<file path="src/rtl/alu_arbiter.sv">
// Two-requester round-robin front end for one shared, variable-latency ALU.
// One command is in flight at a time; a missing ALU_VLD becomes a timeout response.
module alu_arbiter #(
  parameter int DATA_WIDTH = 8,
  parameter int TIMEOUT    = 8
) (
  input  logic                    CLK,
  input  logic                    RST,
  input  logic                    REQ0,
  input  logic                    REQ1,
  input  logic [DATA_WIDTH-1:0]   A0,
  input  logic [DATA_WIDTH-1:0]   B0,
  input  logic [DATA_WIDTH-1:0]   A1,
  input  logic [DATA_WIDTH-1:0]   B1,
  input  logic [3:0]              FUNC0,
  input  logic [3:0]              FUNC1,
  output logic                    GNT0,
  output logic                    GNT1,
  output logic [DATA_WIDTH-1:0]   ALU_A,
  output logic [DATA_WIDTH-1:0]   ALU_B,
  output logic [3:0]              ALU_FUNC,
  output logic                    ALU_EN,
  input  logic [2*DATA_WIDTH-1:0] ALU_OUT,
  input  logic                    ALU_VLD,
  output logic [2*DATA_WIDTH-1:0] RSP_DATA,
  output logic                    RSP_VLD0,
  output logic                    RSP_VLD1,
  output logic                    RSP_ERR,
  output logic                    BUSY
);

  localparam int               TMR_W     = $clog2(TIMEOUT + 1);
  localparam logic [TMR_W-1:0] TMR_LIMIT = TMR_W'(TIMEOUT);

  typedef enum logic [1:0] {
    S_IDLE = 2'd0,
    S_WAIT = 2'd1,
    S_RESP = 2'd2
  } state_e;

  state_e                  state_q, state_d;
  logic [TMR_W-1:0]        timer_q, timer_d;
  logic                    last_q, last_d;
  logic                    gnt0_q, gnt0_d;
  logic                    gnt1_q, gnt1_d;
  logic [DATA_WIDTH-1:0]   alu_a_q, alu_a_d;
  logic [DATA_WIDTH-1:0]   alu_b_q, alu_b_d;
  logic [3:0]              alu_func_q, alu_func_d;
  logic                    alu_en_q, alu_en_d;
  logic [2*DATA_WIDTH-1:0] rsp_data_q, rsp_data_d;
  logic                    rsp_vld0_q, rsp_vld0_d;
  logic                    rsp_vld1_q, rsp_vld1_d;
  logic                    rsp_err_q, rsp_err_d;
  logic                    busy_q, busy_d;
  logic                    win;

  always_comb begin
    state_d    = state_q;
    timer_d    = timer_q;
    last_d     = last_q;
    gnt0_d     = 1'b0;
    gnt1_d     = 1'b0;
    alu_a_d    = alu_a_q;
    alu_b_d    = alu_b_q;
    alu_func_d = alu_func_q;
    alu_en_d   = alu_en_q;
    rsp_data_d = rsp_data_q;
    rsp_vld0_d = 1'b0;
    rsp_vld1_d = 1'b0;
    rsp_err_d  = rsp_err_q;
    win        = 1'b0;

    case (state_q)
      S_IDLE: begin
        if (REQ0 || REQ1) begin
          // On contention the requester that was not served last wins.
          win        = (REQ0 && REQ1) ? ~last_q : REQ1;
          last_d     = win;
          gnt0_d     = ~win;
          gnt1_d     = win;
          alu_a_d    = win ? A1 : A0;
          alu_b_d    = win ? B1 : B0;
          alu_func_d = win ? FUNC1 : FUNC0;
          alu_en_d   = 1'b1;
          timer_d    = '0;
          state_d    = S_WAIT;
        end
      end

      S_WAIT: begin
        // A result arriving on the last allowed cycle still counts as success.
        if (ALU_VLD) begin
          rsp_data_d = ALU_OUT;
          rsp_err_d  = 1'b0;
          alu_en_d   = 1'b0;
          state_d    = S_RESP;
        end else if (timer_q == TMR_LIMIT) begin
          rsp_data_d = '0;
          rsp_err_d  = 1'b1;
          alu_en_d   = 1'b0;
          state_d    = S_RESP;
        end else begin
          timer_d = timer_q + 1'b1;
        end
      end

      S_RESP: begin
        rsp_vld0_d = ~last_q;
        rsp_vld1_d = last_q;
        state_d    = S_IDLE;
      end

      default: begin
        state_d  = S_IDLE;
        alu_en_d = 1'b0;
      end
    endcase

    busy_d = (state_d != S_IDLE);
  end

  always_ff @(posedge CLK) begin
    if (RST) begin
      state_q    <= S_IDLE;
      timer_q    <= '0;
      last_q     <= 1'b1;
      gnt0_q     <= 1'b0;
      gnt1_q     <= 1'b0;
      alu_a_q    <= '0;
      alu_b_q    <= '0;
      alu_func_q <= '0;
      alu_en_q   <= 1'b0;
      rsp_data_q <= '0;
      rsp_vld0_q <= 1'b0;
      rsp_vld1_q <= 1'b0;
      rsp_err_q  <= 1'b0;
      busy_q     <= 1'b0;
    end else begin
      state_q    <= state_d;
      timer_q    <= timer_d;
      last_q     <= last_d;
      gnt0_q     <= gnt0_d;
      gnt1_q     <= gnt1_d;
      alu_a_q    <= alu_a_d;
      alu_b_q    <= alu_b_d;
      alu_func_q <= alu_func_d;
      alu_en_q   <= alu_en_d;
      rsp_data_q <= rsp_data_d;
      rsp_vld0_q <= rsp_vld0_d;
      rsp_vld1_q <= rsp_vld1_d;
      rsp_err_q  <= rsp_err_d;
      busy_q     <= busy_d;
    end
  end

  assign GNT0     = gnt0_q;
  assign GNT1     = gnt1_q;
  assign ALU_A    = alu_a_q;
  assign ALU_B    = alu_b_q;
  assign ALU_FUNC = alu_func_q;
  assign ALU_EN   = alu_en_q;
  assign RSP_DATA = rsp_data_q;
  assign RSP_VLD0 = rsp_vld0_q;
  assign RSP_VLD1 = rsp_vld1_q;
  assign RSP_ERR  = rsp_err_q;
  assign BUSY     = busy_q;

endmodule

</file>
<file path="config.mk">
export PLATFORM = sky130hd
export DESIGN_NAME = alu_arbiter
export DESIGN_NICKNAME = d
export VERILOG_FILES = /design/src/rtl/alu_arbiter.sv
export SDC_FILE = /design/constraint.sdc
export NUM_CORES = 1
export LEC_CHECK = 0
export BUFFER_PORTS_ARGS = -buffer_cell sky130_fd_sc_hd__buf_2
export CORE_MARGIN = 2
export CORE_UTILIZATION = 50
export DETAILED_ROUTE_END_ITERATION = 10
export PLACE_DENSITY = 0.84
export SLEW_MARGIN = 30
export SYNTH_ARGS = -nofsm -noshare
export SYNTH_HDL_FRONTEND = slang
export SYNTH_SLANG_ARGS = --single-unit
</file>
<file path="constraint.sdc">
create_clock -name CLK -period 2.8 [get_ports CLK]
set_clock_uncertainty 0.2 [all_clocks]
set_input_delay 0 -clock CLK [delete_from_list [all_inputs] [get_ports CLK]]
set_output_delay 0 -clock CLK [all_outputs]
set_load 0.1 [all_outputs]
</file>
* Word level (Yosys, flattened, before mapping)
Index checks and enable logic that the tools add are counted.
** Cells by class
- Muxes and demuxes :: 20
- Bitwise gates (word level) :: 5
- Equality and inequality tests :: 7
- $add $sub $neg :: 1
- Reductions and logical operators :: 12
** Operators with widths (number)
- 16-bit 2-to-1 mux :: 2
- 4-bit 2-to-1 mux :: 4
- 8-bit 2-to-1 mux :: 2
- 4-bit one-hot mux with 2 select lines :: 1
- 1-bit 2-to-1 mux :: 6
- 2-bit 2-to-1 mux :: 3
- 2-bit inequality test, second input constant :: 3
- 2-bit nonzero test :: 3
- 1-bit NOT :: 5
- 4-bit by 1-bit adder with 4-bit output, second input constant :: 1
- 4-bit == test, second input constant :: 1
- 2-bit one-hot mux with 2 select lines :: 1
- 2-bit AND reduction :: 2
- 4-bit AND reduction :: 1
- 3-bit inequality test, second input constant :: 1
- 1-bit one-hot mux with 3 select lines :: 1
- 3-bit AND reduction :: 1
- 3-bit OR reduction :: 1
- 2-bit by 1-bit == test with 1-bit output, second input constant :: 1
- 2-bit == test, second input constant :: 1
- 2-bit zero test :: 1
- 2-bit OR reduction :: 1
- 1-bit logical AND :: 1
- 1-bit logical OR :: 1
** Word-level totals
- Output and inout port bits :: 43
- Register bits :: 50

* Longest topological paths before layout
- Depth after elaboration :: 5
- Gate-level depth with buffers :: 6
- Gate-level depth less buffers :: 5

* Worst setup path before layout
Ideal clock, no wire load.
- Path type :: flip-flop to flip-flop
- From :: register timer_q[0]
- To :: register alu_en_q (netlist: ALU_EN)
- Arrival :: 1273 ps
- Clock period less this slack :: 1559 ps
- Path slack :: 1241 ps
- Setup time :: 86 ps
- Cell stages (with the launch flop) :: 7
- Cell sequence :: dfxtp_1 -> inv_1 -> ha_1 -> nand3b_1 -> clkbuf_1 -> nand2_1 -> a211oi_1
** On the way
- Longest elaborated chain between the ends :: 3
** Ends and longest elaborated chain
- start, declared :: line 42 : logic [TMR_W-1:0] timer_q, timer_d;
- start signal, assigned :: line 140 : timer_q <= timer_d;
- 4-bit == test :: line 97 : end else if (timer_q == TMR_LIMIT) begin
- 3-bit inequality test (no line)
- 3-bit AND reduction (no line)
- end signal, assigned :: line 147 : alu_en_q <= alu_en_d;
- end, declared :: line 49 : logic alu_en_q, alu_en_d;
Every way passes these cells.
A chain may end at the register's enable or synchronous reset.

* Worst setup path in the final report
- From :: register state_q[0]
- To :: register alu_b_q[7] (netlist: ALU_B[7])
** On the way
- Longest elaborated chain between the ends :: 2
** Ends and longest elaborated chain
- start, declared :: line 41 : state_e state_q, state_d;
- start signal, assigned :: line 139 : state_q <= state_d;
- 2-bit zero test :: line 73 : case (state_q)
- 2-bit AND reduction (no line)
- end signal, assigned :: line 145 : alu_b_q <= alu_b_d;
- end, declared :: line 47 : logic [DATA_WIDTH-1:0] alu_b_q, alu_b_d;
Every way passes these cells.

==> PnR_summary.wiki <==
{| class="wikitable"
! Metric !! Value
|-
| Status || finished, final reports clean
|-
| DRC violation count after routing || 0
|-
| Global-route wire length before repair || 11900 um
|-
| Maximum resistive drop on vdd || about 0.44 mV
|-
| Worst Setup Start Kind || flop
|-
| Highest cell delay on the worst timing path || between 0.7 and 0.8 ns
|-
| Clk pin slew, worst setup/hold paths || about 0.090 ns
|-
| Shortest clock period the worst path allows after layout || approximately 2.3 ns
|-
| Number of buffer cells added on primary ports || between 100 and 150
|-
| Synth Instances || approximately 250
|-
| CTS tree || yes
|-
| Max capacitance violation total || 0
|-
| Normalized max-slew margin || 37.8%
|-
| CTS H-Tree Depth || 2
|-
| Buffer count from post-CTS setup fixing || 0
|-
| Number of synthesized register bits || 50
|-
| Final TNS setup || 0 ns
|-
| Total track usage || 29.3%
|-
| Clock root buffer || sky130_fd_sc_hd__clkbuf_8
|-
| Hold violation total from the final report || 0
|-
| Slowest cell on the critical path || sky130_fd_sc_hd__nor2_1
|-
| Worst-case clock buffer depth || 2
|-
| Final Routed Wirelength || 7810 um
|-
| Final Slew Violations || 0
|-
| PnR Total Power || around 2000 uW
|-
| Part of the cycle the worst path needs || 83.3%
|-
| Number of distinct library cell variants in the gate-level netlist after synthesis || 35
|-
| Ratio of cells with drive above 1 in the final layout || 29.3%
|-
| Measured slew at the worst slew-check pin || slightly above 0.9 ns
|-
| Part of the Yosys area used for sequential elements || roughly 43%
|-
| Detailed-placement wirelength estimate || between 3000 and 4000 um
|-
| Cells along the critical path || nor2_1 -> buf_4 -> a21oi_1 -> a211oi_1
|-
| Crit path DAT || 2.32 ns
|-
| Starting density of the core || 52.6%
|-
| Crit end category || flop
|-
| First DRT Iteration DRCs || around 210
|-
| Pin count of the biggest net entering global routing || 52
|-
| Final-report setup violation count || 0
|-
| Per-cell routed wire length || about 17 um
|-
| Total number of yosys warnings || 0
|-
| Post-cts resize count || 0
|-
| Cell leakage power || approximately 0.0016 uW
|-
| # clock sinks || 50
|-
| Worst path required time || between 2 and 3 ns
|-
| Setup repair after global routing missed its margin || no
|-
| Layout Area Growth over Synthesis || 50.5%
|-
| Io pins || ~100
|-
| Class of the most critical setup path || flop to flop
|-
| Total Nets Final || about 460
|-
| Number of antenna violations at the first check in global routing || 0
|-
| Critical path fanouts, max || 25
|-
| Die Wd || a little over 70 um
|-
| Number of nets produced by synthesis || ~310
|-
| Routability cong. || 0.811
|-
| Average cell area after synthesis || 9.33 um2
|-
| Number of global-route vias before repair || between 2000 and 3000
|-
| Die area || around 5200 um2
|-
| Number of buffers created by CTS || 5
|-
| Hold Crit Class || input port to flop
|-
| Antenna-violating nets left || 0
|-
| Power density over the cells || ~570 nW/um2
|-
| Cell Area, Synth || around 2300 um2
|-
| Average via count per standard cell || around 6.0
|-
| Std-Cell Core Area || ~4400 um2
|-
| Number of standard-cell rows in the floorplan || 24
|-
| Fmax || roughly 430 MHz
|-
| Die Y || 72.2 um
|-
| Via Count || around 2700
|-
| Clock latency on the worst-skew pair || 0.30 ns
|-
| Length of the first detailed-routing pass in iterations || 4
|-
| Remaining Overflow, GRT || 0
|}
power by group:
group | switching [uW] | internal, uW
Combinational | 547 | 216
Sequential | 42.0 | 766
Clock | 231 | 172
Total | 821 | 1150
worst max-delay path: cells and delay by family, from the launching register on:
| family | cells | cell delay, ns |
|---|---|---|
| DFF | 1 | 0.55 |
| buffers and inverters | 1 | 0.32 |
| AOI/OAI and AO/OA | 2 | 0.42 |
| and+or+nand+nor | 1 | 0.72 |
cells in the mapped netlist:
cell type                  instances  share of area, %
sky130_fd_sc_hd__inv_1             2              0.32
sky130_fd_sc_hd__nand2b_1          1              0.27
sky130_fd_sc_hd__nand2_1           2              0.32
sky130_fd_sc_hd__or3_1             1              0.27
sky130_fd_sc_hd__a211o_1           1              0.38
sky130_fd_sc_hd__nor2b_1           1              0.27
sky130_fd_sc_hd__and3_1            1              0.27
sky130_fd_sc_hd__nor4b_1           1              0.38
sky130_fd_sc_hd__nand3_1           2              0.43
sky130_fd_sc_hd__a22oi_1           1              0.32
sky130_fd_sc_hd__or2b_1            1              0.32
sky130_fd_sc_hd__ha_1              2               1.1
sky130_fd_sc_hd__or3b_4            1              0.48
sky130_fd_sc_hd__clkbuf_1         13               2.1
sky130_fd_sc_hd__o221ai_1          3               1.1
sky130_fd_sc_hd__a21oi_1          24               5.2
sky130_fd_sc_hd__nor4bb_1          1              0.43
sky130_fd_sc_hd__buf_1             2              0.32
sky130_fd_sc_hd__and3b_1           1              0.38
sky130_fd_sc_hd__or2_2             2              0.54
sky130_fd_sc_hd__nand3b_1          3              0.97
sky130_fd_sc_hd__a21boi_2          1              0.48
sky130_fd_sc_hd__nor2_1           20               3.2
sky130_fd_sc_hd__mux2i_1          21               9.1
sky130_fd_sc_hd__a31oi_1           2              0.54
sky130_fd_sc_hd__dfxtp_1          50                43
sky130_fd_sc_hd__nand4_1           2              0.54
sky130_fd_sc_hd__a211oi_1         39                13
sky130_fd_sc_hd__and2b_1           1              0.32
sky130_fd_sc_hd__nor3_1           17               3.7
sky130_fd_sc_hd__buf_4             2              0.65
sky130_fd_sc_hd__buf_2             9               1.9
sky130_fd_sc_hd__nor3b_1           2              0.65
sky130_fd_sc_hd__clkinv_1          1              0.16
sky130_fd_sc_hd__and4b_1          16               6.9
cell families after synthesis:
| family | count (synthesis) | synth area share (%) |
|---|---|---|
| mux | 21 | 9.05 |
| simple gates | 76 | 20.6 |
| fa+ha+maj | 2 | 1.08 |
| flops | 50 | 43.1 |
| compound gates | 71 | 20.6 |
| buf+inv | 29 | 5.50 |
placed cells by master (no fill, tap or decap), drive strengths merged, types with 2 or more instances in the layout:
master and count:
a211oi 39, a21oi 24, a31oi 2, and4b 16, buf 106, clkbuf 6
dfxtp 50, diode 2, dlygate4sd3 60, ha 2, inv 2, mux2i 21
nand2 2, nand3 2, nand3b 3, nand4 2, nor2 20, nor3 17
nor3b 2, o221ai 3, or2 2
cell type report:
class | count | area (um2)
Sequential cell | 50 | 1000
Clock buffer | 6 | 72.6
Timing Repair Buffer | 166 | 1140
Fill cell | 263 | 920
Inverter | 3 | 11.3
Antenna cell | 2 | 5.00
Clock inverter | 1 | 7.51
Tap cell | 52 | 65.1
Multi-Input combinational cell | 170 | 1190
path summary, 6_finish.rpt:
check	from	endpoint	slack (ns)	cells past startpoint
max	state_q[0]	ALU_B[7]	0.47	4
min	RST	state_q[0]	0.13	2
max reg2reg	state_q[0]	ALU_B[7]	0.47	4
min reg2reg	RSP_DATA[5]	RSP_DATA[5]	0.30	2
per-stage QoR:
stage	utilization [%]	instances	setup slack, ns	area, um2	hold slack (ns)
6_report	79.2	450	0.469	3490	0.132
5_1_grt	79.1	448	0.322	3490	0.152
3_3_place_gp	63.6	381	0.746	2810	0.139
2_1_floorplan	-	249	1.24	2320	0.0347
4_1_cts	79.1	448	0.681	3490	0.0904
3_5_place_dp	63.6	381	0.689	2810	0.154
state kept, by name, summed over array words and instances (netlist names):
signal	flops
ALU_FUNC	4
ALU_B	8
RSP_VLD0	1
GNT1	1
ALU_A	8
RSP_DATA	16
timer_q	4
state_q	2
last_q	1
GNT0	1
RSP_VLD1	1
RSP_ERR	1
ALU_EN	1
BUSY	1
timing repair:
item                                    CTS  global route
hold endpoints to repair                 40             0
hold buffers                             60             0
endpoints found under the setup margin    0             0
per-layer routing:
| layer | up-vias | global-route usage (%) | share of wire (%) |
|---|---|---|---|
| met2 | 145 | 49.5 | 51 |
| met3 | 50 | 6.11 | 5.5 |
| met1 | 1262 | 31.6 | 37 |
| met5 | - | 0 | 0 |
| li1 | 1234 | - | - |
| met4 | 0 | 23.1 | 6.8 |
(Power assumes the default switching activity.)
